--- src/rtl/add_round_key_if.sv ---
`default_nettype none
// ============================================================================
// Module   : add_round_key_if
// Purpose  : Valid/ready bus for the AES AddRoundKey stage. The out_parity
//            signal exists only when ADD_ROUND_KEY_PARITY_EN is defined.
// Revision : 1.0 - initial release
// ============================================================================
interface add_round_key_if #(
    parameter int WIDTH = 128
);
    logic               in_valid;
    logic               in_ready;
    logic [WIDTH-1:0]   state_in;
    logic [WIDTH-1:0]   key_exp;
    logic               out_valid;
    logic               out_ready;
    logic [WIDTH-1:0]   state_out;
`ifdef ADD_ROUND_KEY_PARITY_EN
    logic [WIDTH/8-1:0] out_parity;

    modport master (
        output in_valid, state_in, key_exp, out_ready,
        input  in_ready, out_valid, state_out, out_parity
    );
    modport slave (
        input  in_valid, state_in, key_exp, out_ready,
        output in_ready, out_valid, state_out, out_parity
    );
`else
    modport master (
        output in_valid, state_in, key_exp, out_ready,
        input  in_ready, out_valid, state_out
    );
    modport slave (
        input  in_valid, state_in, key_exp, out_ready,
        output in_ready, out_valid, state_out
    );
`endif
endinterface
`default_nettype wire

--- src/rtl/add_round_key.sv ---
`default_nettype none
// ============================================================================
// Module   : add_round_key
// Purpose  : AES-128 AddRoundKey: registered state XOR round key behind a
//            valid/ready handshake. Optional macro ADD_ROUND_KEY_PARITY_EN
//            adds a registered per-byte even-parity output.
// Revision : 1.0 - initial release
// ============================================================================
module add_round_key #(
    parameter int WIDTH = 128
) (
    input  wire logic      clk,
    input  wire logic      rst,
    add_round_key_if.slave bus
);
    localparam int c_NBYTES = WIDTH / 8;

    logic               r_out_valid;
    logic [WIDTH-1:0]   r_state_out;
    logic               w_in_ready;
    logic               w_accept;
    logic [WIDTH-1:0]   w_result;

    // Output register may be refilled in the same cycle it is drained.
    assign w_in_ready = !r_out_valid || bus.out_ready;
    assign w_accept   = bus.in_valid && w_in_ready;
    assign w_result   = bus.state_in ^ bus.key_exp;

    always_ff @(posedge clk) begin
        if (rst) begin
            r_out_valid <= 1'b0;
            r_state_out <= '0;
        end else if (w_accept) begin
            r_out_valid <= 1'b1;
            r_state_out <= w_result;
        end else if (bus.out_ready) begin
            r_out_valid <= 1'b0;
        end
    end

    assign bus.in_ready  = w_in_ready;
    assign bus.out_valid = r_out_valid;
    assign bus.state_out = r_state_out;

`ifdef ADD_ROUND_KEY_PARITY_EN
    logic [c_NBYTES-1:0] w_parity;
    logic [c_NBYTES-1:0] r_out_parity;

    for (genvar gi = 0; gi < c_NBYTES; gi++) begin : g_parity
        assign w_parity[gi] = ^w_result[8*gi +: 8];
    end

    always_ff @(posedge clk) begin
        if (rst) begin
            r_out_parity <= '0;
        end else if (w_accept) begin
            r_out_parity <= w_parity;
        end
    end

    assign bus.out_parity = r_out_parity;
`endif
endmodule
`default_nettype wire

--- src/flat_wrapper.sv ---
// flat-port wrapper written by rule: the top's interface ports become plain ports
module add_round_key_flat 
#(
    parameter int WIDTH = 128
)
  (clk, rst, bus_in_valid, bus_state_in, bus_key_exp, bus_out_ready, bus_in_ready, bus_out_valid, bus_state_out);
  add_round_key_if #(.WIDTH(WIDTH)) bus_i ();
  input  wire logic clk;
  input  wire logic rst;
  input wire logic [$bits(bus_i.in_valid)-1:0] bus_in_valid;
  input wire logic [$bits(bus_i.state_in)-1:0] bus_state_in;
  input wire logic [$bits(bus_i.key_exp)-1:0] bus_key_exp;
  input wire logic [$bits(bus_i.out_ready)-1:0] bus_out_ready;
  output wire logic [$bits(bus_i.in_ready)-1:0] bus_in_ready;
  output wire logic [$bits(bus_i.out_valid)-1:0] bus_out_valid;
  output wire logic [$bits(bus_i.state_out)-1:0] bus_state_out;
  assign bus_i.in_valid = bus_in_valid;
  assign bus_i.state_in = bus_state_in;
  assign bus_i.key_exp = bus_key_exp;
  assign bus_i.out_ready = bus_out_ready;
  assign bus_in_ready = bus_i.in_ready;
  assign bus_out_valid = bus_i.out_valid;
  assign bus_state_out = bus_i.state_out;
  add_round_key #(.WIDTH(WIDTH)) u_core (.clk(clk), .rst(rst), .bus(bus_i));
endmodule
--- config.mk ---
export PLATFORM = sky130hd
export DESIGN_NAME = add_round_key_flat
export DESIGN_NICKNAME = d
export VERILOG_FILES = /design/src/rtl/add_round_key_if.sv /design/src/rtl/add_round_key.sv /design/src/flat_wrapper.sv
export SDC_FILE = /design/constraint.sdc
export NUM_CORES = 1
export LEC_CHECK = 0
export CORE_AREA = 2 2 152 154
export CTS_CLUSTER_DIAMETER = 50
export DETAILED_ROUTE_END_ITERATION = 12
export DIE_AREA = 0 0 154 156
export GPL_TIMING_DRIVEN = 0
export PLACE_DENSITY = 0.69
export SLEW_MARGIN = 10
export SYNTH_ARGS = -nofsm -noshare
export SYNTH_HDL_FRONTEND = slang
export SYNTH_SLANG_ARGS = --single-unit
export TNS_END_PERCENT = 1
--- constraint.sdc ---
create_clock -name clk -period 1.3 [get_ports clk]
set_input_delay 0.26 -clock clk [delete_from_list [all_inputs] [get_ports clk]]
set_output_delay 0.26 -clock clk [all_outputs]
set_load 0.02 [all_outputs]
======== After elaboration in Yosys (flattened, before gate mapping) ========
Index checks and enable logic that the tools add are counted.
storage, ports and cells
  logic and storage cells ................. 9
  register bits ........................... 129
  input port bits ......................... 260
  output and inout port bits .............. 130
cells by class
  reductions and logical operators ........ 4
  mux-type cells .......................... 2
  bitwise operators ....................... 1
operators with widths
  kind                 number
  128-bit bitwise XOR  1
  1-bit 2-to-1 mux     2
  2-bit nonzero test   1
  1-bit logical AND    1
  1-bit logical NOT    1
  1-bit logical OR     1

======== Depth between registers and ports, before layout ========
  depth after elaboration ................. 4
  mapped depth ............................ 6
  depth with buffers taken out ............ 4

======== Worst setup path before layout ========
No wires, ideal clock.
  path kind ............................... register -> register
  start point ............................. register u_core.r_out_valid (netlist: u_core.bus.out_valid)
  end point ............................... register u_core.r_state_out[94] (netlist: u_core.bus.state_out[94])
  slack ................................... -0.106 ns
  clock period less this slack ............ 1.406 ns
  buffers on the path ..................... 2
  arrival time ............................ 1.349 ns
  required time ........................... 1.242 ns
  stages on the path, launching flop included .. 7
  cell sequence ........................... dfxtp_1 > nor2b_4 > inv_2 > a21oi_4 > buf_12 > buf_12 > a22o_2
on the way
  word-level cells in the longest chain between the ends .. 3
RTL lines
  element                 line                 source
  start, declared         add_round_key.sv:18  logic r_out_valid;
  start signal, assigned  add_round_key.sv:31  r_out_valid <= 1'b0;
  start signal, assigned  add_round_key.sv:34  r_out_valid <= 1'b1;
  start signal, assigned  add_round_key.sv:37  r_out_valid <= 1'b0;
  1-bit logical NOT       add_round_key.sv:25  assign w_in_ready = !r_out_valid || bus.out_ready;
  1-bit logical OR        add_round_key.sv:25
  via bus_in_ready        flat_wrapper.sv:14   output wire logic [$bits(bus_i.in_ready)-1:0] bus_in_ready;
  1-bit logical AND       add_round_key.sv:26  assign w_accept = bus.in_valid && w_in_ready;
  end signal, assigned    add_round_key.sv:35  r_state_out <= w_result;
  end, declared           add_round_key.sv:19  logic [WIDTH-1:0] r_state_out;
The timed path passes the listed nets, and every way through them passes these cells.
A chain may end at the register's enable or synchronous reset.

======== Worst setup path in the final report ========
  start point ............................. register u_core.r_out_valid (netlist: u_core.bus.out_valid)
  end point ............................... output bus_in_ready
on the way
  word-level cells in the longest chain between the ends .. 2
RTL lines
  element            line
  1-bit logical NOT  add_round_key.sv:25
  1-bit logical OR   add_round_key.sv:25
  end, declared      flat_wrapper.sv:14
No other way between the ends.

==> parameters.txt <==
Parameter                              Value

Run status
  Result of the run ... finished, violations left
  Violations in the final reports ... setup timing

Layout
  Count of filler cells inserted in the layout ... ~2200
  Count of non-filler cells in the finished layout ... 1123
  Net count, final ... between 1000 and 1500
  Proportion of layout cells with a drive suffix above 1 ... between 20 and 30%
  Diode insertion count for antenna repair ... 0
  Signed area change from the synthesized netlist to the final layout ... 82.72%

Synthesis
  #FFs+latches synth ... 129
  Fraction of post-synthesis cell area in the top cell type by area ... around 49%
  Count of distinct cell types in the synthesized netlist ... 12
  Top post-synthesis cells by area ... dfxtp_1, xor2_1, a22o_2
  Syn nets ... 679
  Post-synthesis cell type with the largest combined area ... dfxtp_1
  Post-synthesis sequential area ratio ... 48.92%
  Synthesized area ... roughly 5300 um2
  Instance count of the mapped netlist ... 419
  Post-synthesis average cell area ... between 10 and 15 um2
  Total of warnings raised by yosys ... 0

Critical path
  Length in cells of the worst reg-to-reg path ... 6
  Worst Setup Start Kind ... flop
  Kind of critical path ... flop to output pin
  Required time of the worst setup path ... around 1000 ps
  Buffers & Inverters on Critical Path ... 2
  Critical path endpoint category ... output pin
  Top Family by Delay on Critical Path ... flip-flops
  Data arrival time of the critical path ... 1130 ps
  Peak per-stage delay on the critical path ... between 300 and 400 ps
  Critical path fanouts, max ... 3
  Critical Path Slowest Stage Cell ... dfxtp_2
  Crit path depth ... 3
  Critical-path cell list ... nor2b_4, inv_4, buf_6

Timing
  Post-route clock period utilization ... 106.8%
  Setup repair after global routing missed its margin ... yes
  Measured slew at the worst slew-check pin ... about 320 ps
  Final setup violation count ... around 100
  Slew headroom ... about four fifths
  Count of endpoints failing hold in the final timing report ... 0
  Final Max Slew Viols ... 0
  Setup Skew ... about 6 ps
  Final-layout worst hold slack ... 468.4 ps
  Post-layout minimum cycle time ... around 1400 ps
  Setup Total Neg Slack ... -4365 ps
  Post-route setup slack ... -88.51 ps
  Timing-limited maximum frequency ... ~0.72 GHz

Pwr
  Cell leakage power ... 4.262 nW
  Pwr per Cell Area ... roughly 1200 nW/um2
  Worst vdd rail ir drop ... ~0.00076 V

Floorplanning
  Starting Density ... 23.60%
  Row count ... 55
  Area of the core ... around 22000 um2
  Chip Height ... about 160 um
  Horizontal die dimension ... 154 um
  Top-level port count ... 390
  Die Area ... roughly 24000 um2

Flow run
  Max_cap viols ... 0

Global route
  Total global routing overflow ... 0
  Aggregate global-route resource usage ... about 14%
  Global-route wire length before repair ... ~26 mm
  Largest net degree at the start of global routing ... 17
  Antenna violations before repair ... 0
  Vias in the first global route ... between 4000 and 5000

Place
  DPL Wire Length ... around 14 mm
  Input/output buffers ... 389
  Cell count after placement ... ~1100
  Gp weighted congestion ... around 0.74

Route
  Final routed DRC violation total ... 0
  Via count ... between 4000 and 5000
  Via count normalized by instance count ... roughly 4.2
  Remaining antenna violation count after routing ... 0
  Number of violations reported at the end of detailed-routing iteration 0 ... between 150 and 200
  Number of detailed-route iterations in the first pass ... 4
  Total wire length after detailed routing ... about 18 mm
  Mean routed wirelength per cell ... 15.91 um

Clocking
  Hold-fix buffer count after cts ... 0
  Clock-pin transition on the worst setup and hold timing paths ... approximately 60 ps
  Cell at the root of the clock tree ... clkbuf_16
  H-tree Lvls ... 4
  Number of clock sinks seen by CTS ... around 130
  Clock buffer depth ... 2
  Number of buffers added by the clock tree synthesis step ... 17
  Clock latency at the later pin of the worst-skew pair ... 400 ps
  TritonCTS clock tree ... built

Hold path
  Hold Path Depth ... 1
  Classification of the worst-slack hold path ... flop to flop
## per-layer routing
layer | vias to the layer above | global-route usage [%] | wire length [um]
met3 | 18 | 6.139 | 1790
met2 | 233 | 24.60 | 8813
met1 | 2152 | 15.99 | 7021
met4 | 0 | 4.183 | 241
li1 | 2322 | - | -
met5 | - | 0 | 0
## through the flow
stage / setup WS, ps / instance area [um2] / power (mW) / util (%)
4_1_cts: -115.4 / 10190 / 11.83 / 45.55
3_3_place_gp: -671.8 / 9533 / 7.347 / 42.62
3_5_place_dp: -706.3 / 9533 / 7.356 / 42.62
2_1_floorplan: 1.533 / 5283 / 5.637 / -
5_1_grt: -162.4 / 9646 / 12.04 / 43.13
6_report: -88.51 / 9646 / 11.52 / 43.13
## registers in the layout (all words and copies together), names as in the netlist
signal / cells
u_core.bus.out_valid: 1
u_core.bus.state_out: 128
## cell usage in the layout (no fill, tap or decap), drive strengths merged, types with 2 or more instances in the layout
cell,Yosys,final
buf,28,135
xor2,128,128
bufinv,0,2
clkdlybuf4s15,0,22
clkinvlp,0,2
clkdlybuf4s50,0,259
a22o,128,128
nor2,2,2
dfxtp,129,129
clkbuf,0,19
clkinv,0,7
## power breakdown
part | switching, mW | internal, mW
Clock | 1.71 | 2.78
Combinational | 1.15 | 1.45
Sequential | 0.155 | 4.27
## cell usage after synthesis (all sizes together)
library cell,instances
nor2b,1
nor2,2
inv,1
nor3b,1
xor2,128
buf,28
dfxtp,129
a22o,128
a21oi,1
## cells by family (layout without fill, tap and decap cells)
| group | after synthesis | count (layout) | share of synthesized area (%) |
|---|---|---|---|
| buffers and inverters | 29 | 448 | 6.210 |
| and+or+nand+nor | 4 | 4 | 0.6399 |
| AOI/OAI and AO/OA | 129 | 129 | 22.99 |
| DFF | 129 | 129 | 48.92 |
| xor gates and xnor gates | 128 | 128 | 21.24 |
## layout make-up
| cell class | instances | area [um2] | area share (%) |
|---|---|---|---|
| Clock inverter | 11 | 117.6 | 1.219 |
| Clock buffer | 19 | 432.9 | 4.488 |
| Sequential cell | 129 | 2584 | 26.79 |
| Buffer | 28 | 374.1 | 3.879 |
| Inverter | 1 | 6.256 | 0.06486 |
| Tap cell | 285 | 356.6 | 3.697 |
| Multi-Input combinational cell | 261 | 2384 | 24.71 |
| Timing Repair Buffer | 389 | 3391 | 35.15 |
## worst register-to-register path: stages, from the launching register on
cell and delay, ps:
dfxtp_2 330, nor2b_4 200, inv_4 60, a21oi_4 180
buf_12 220, buf_12 170, a22o_2 150
## what timing repair did
| action | CTS | global route |
|---|---|---|
| pin swaps | 43 | 4 |
| gates cloned | 0 | 0 |
| buffers inserted | 0 | 0 |
| resized for setup | 428 | 92 |
| endpoints found under the setup margin | 250 | 212 |
| hold endpoints to repair | 0 | 0 |
## path summary, 6_finish.rpt
kind,start,endpoint,slack [ps]
max,u_core.bus.out_valid$_SDFFE_PP0P_,bus_in_ready,-90
min,u_core.bus.state_out[106]$_SDFFE_PP0P_,u_core.bus.state_out[106]$_SDFFE_PP0P_,470
max reg2reg,u_core.bus.out_valid$_SDFFE_PP0P_,u_core.bus.state_out[62]$_SDFFE_PP0P_,-80
min reg2reg,u_core.bus.state_out[106]$_SDFFE_PP0P_,u_core.bus.state_out[106]$_SDFFE_PP0P_,470
Note: power is estimated with default switching activity, not from simulation.
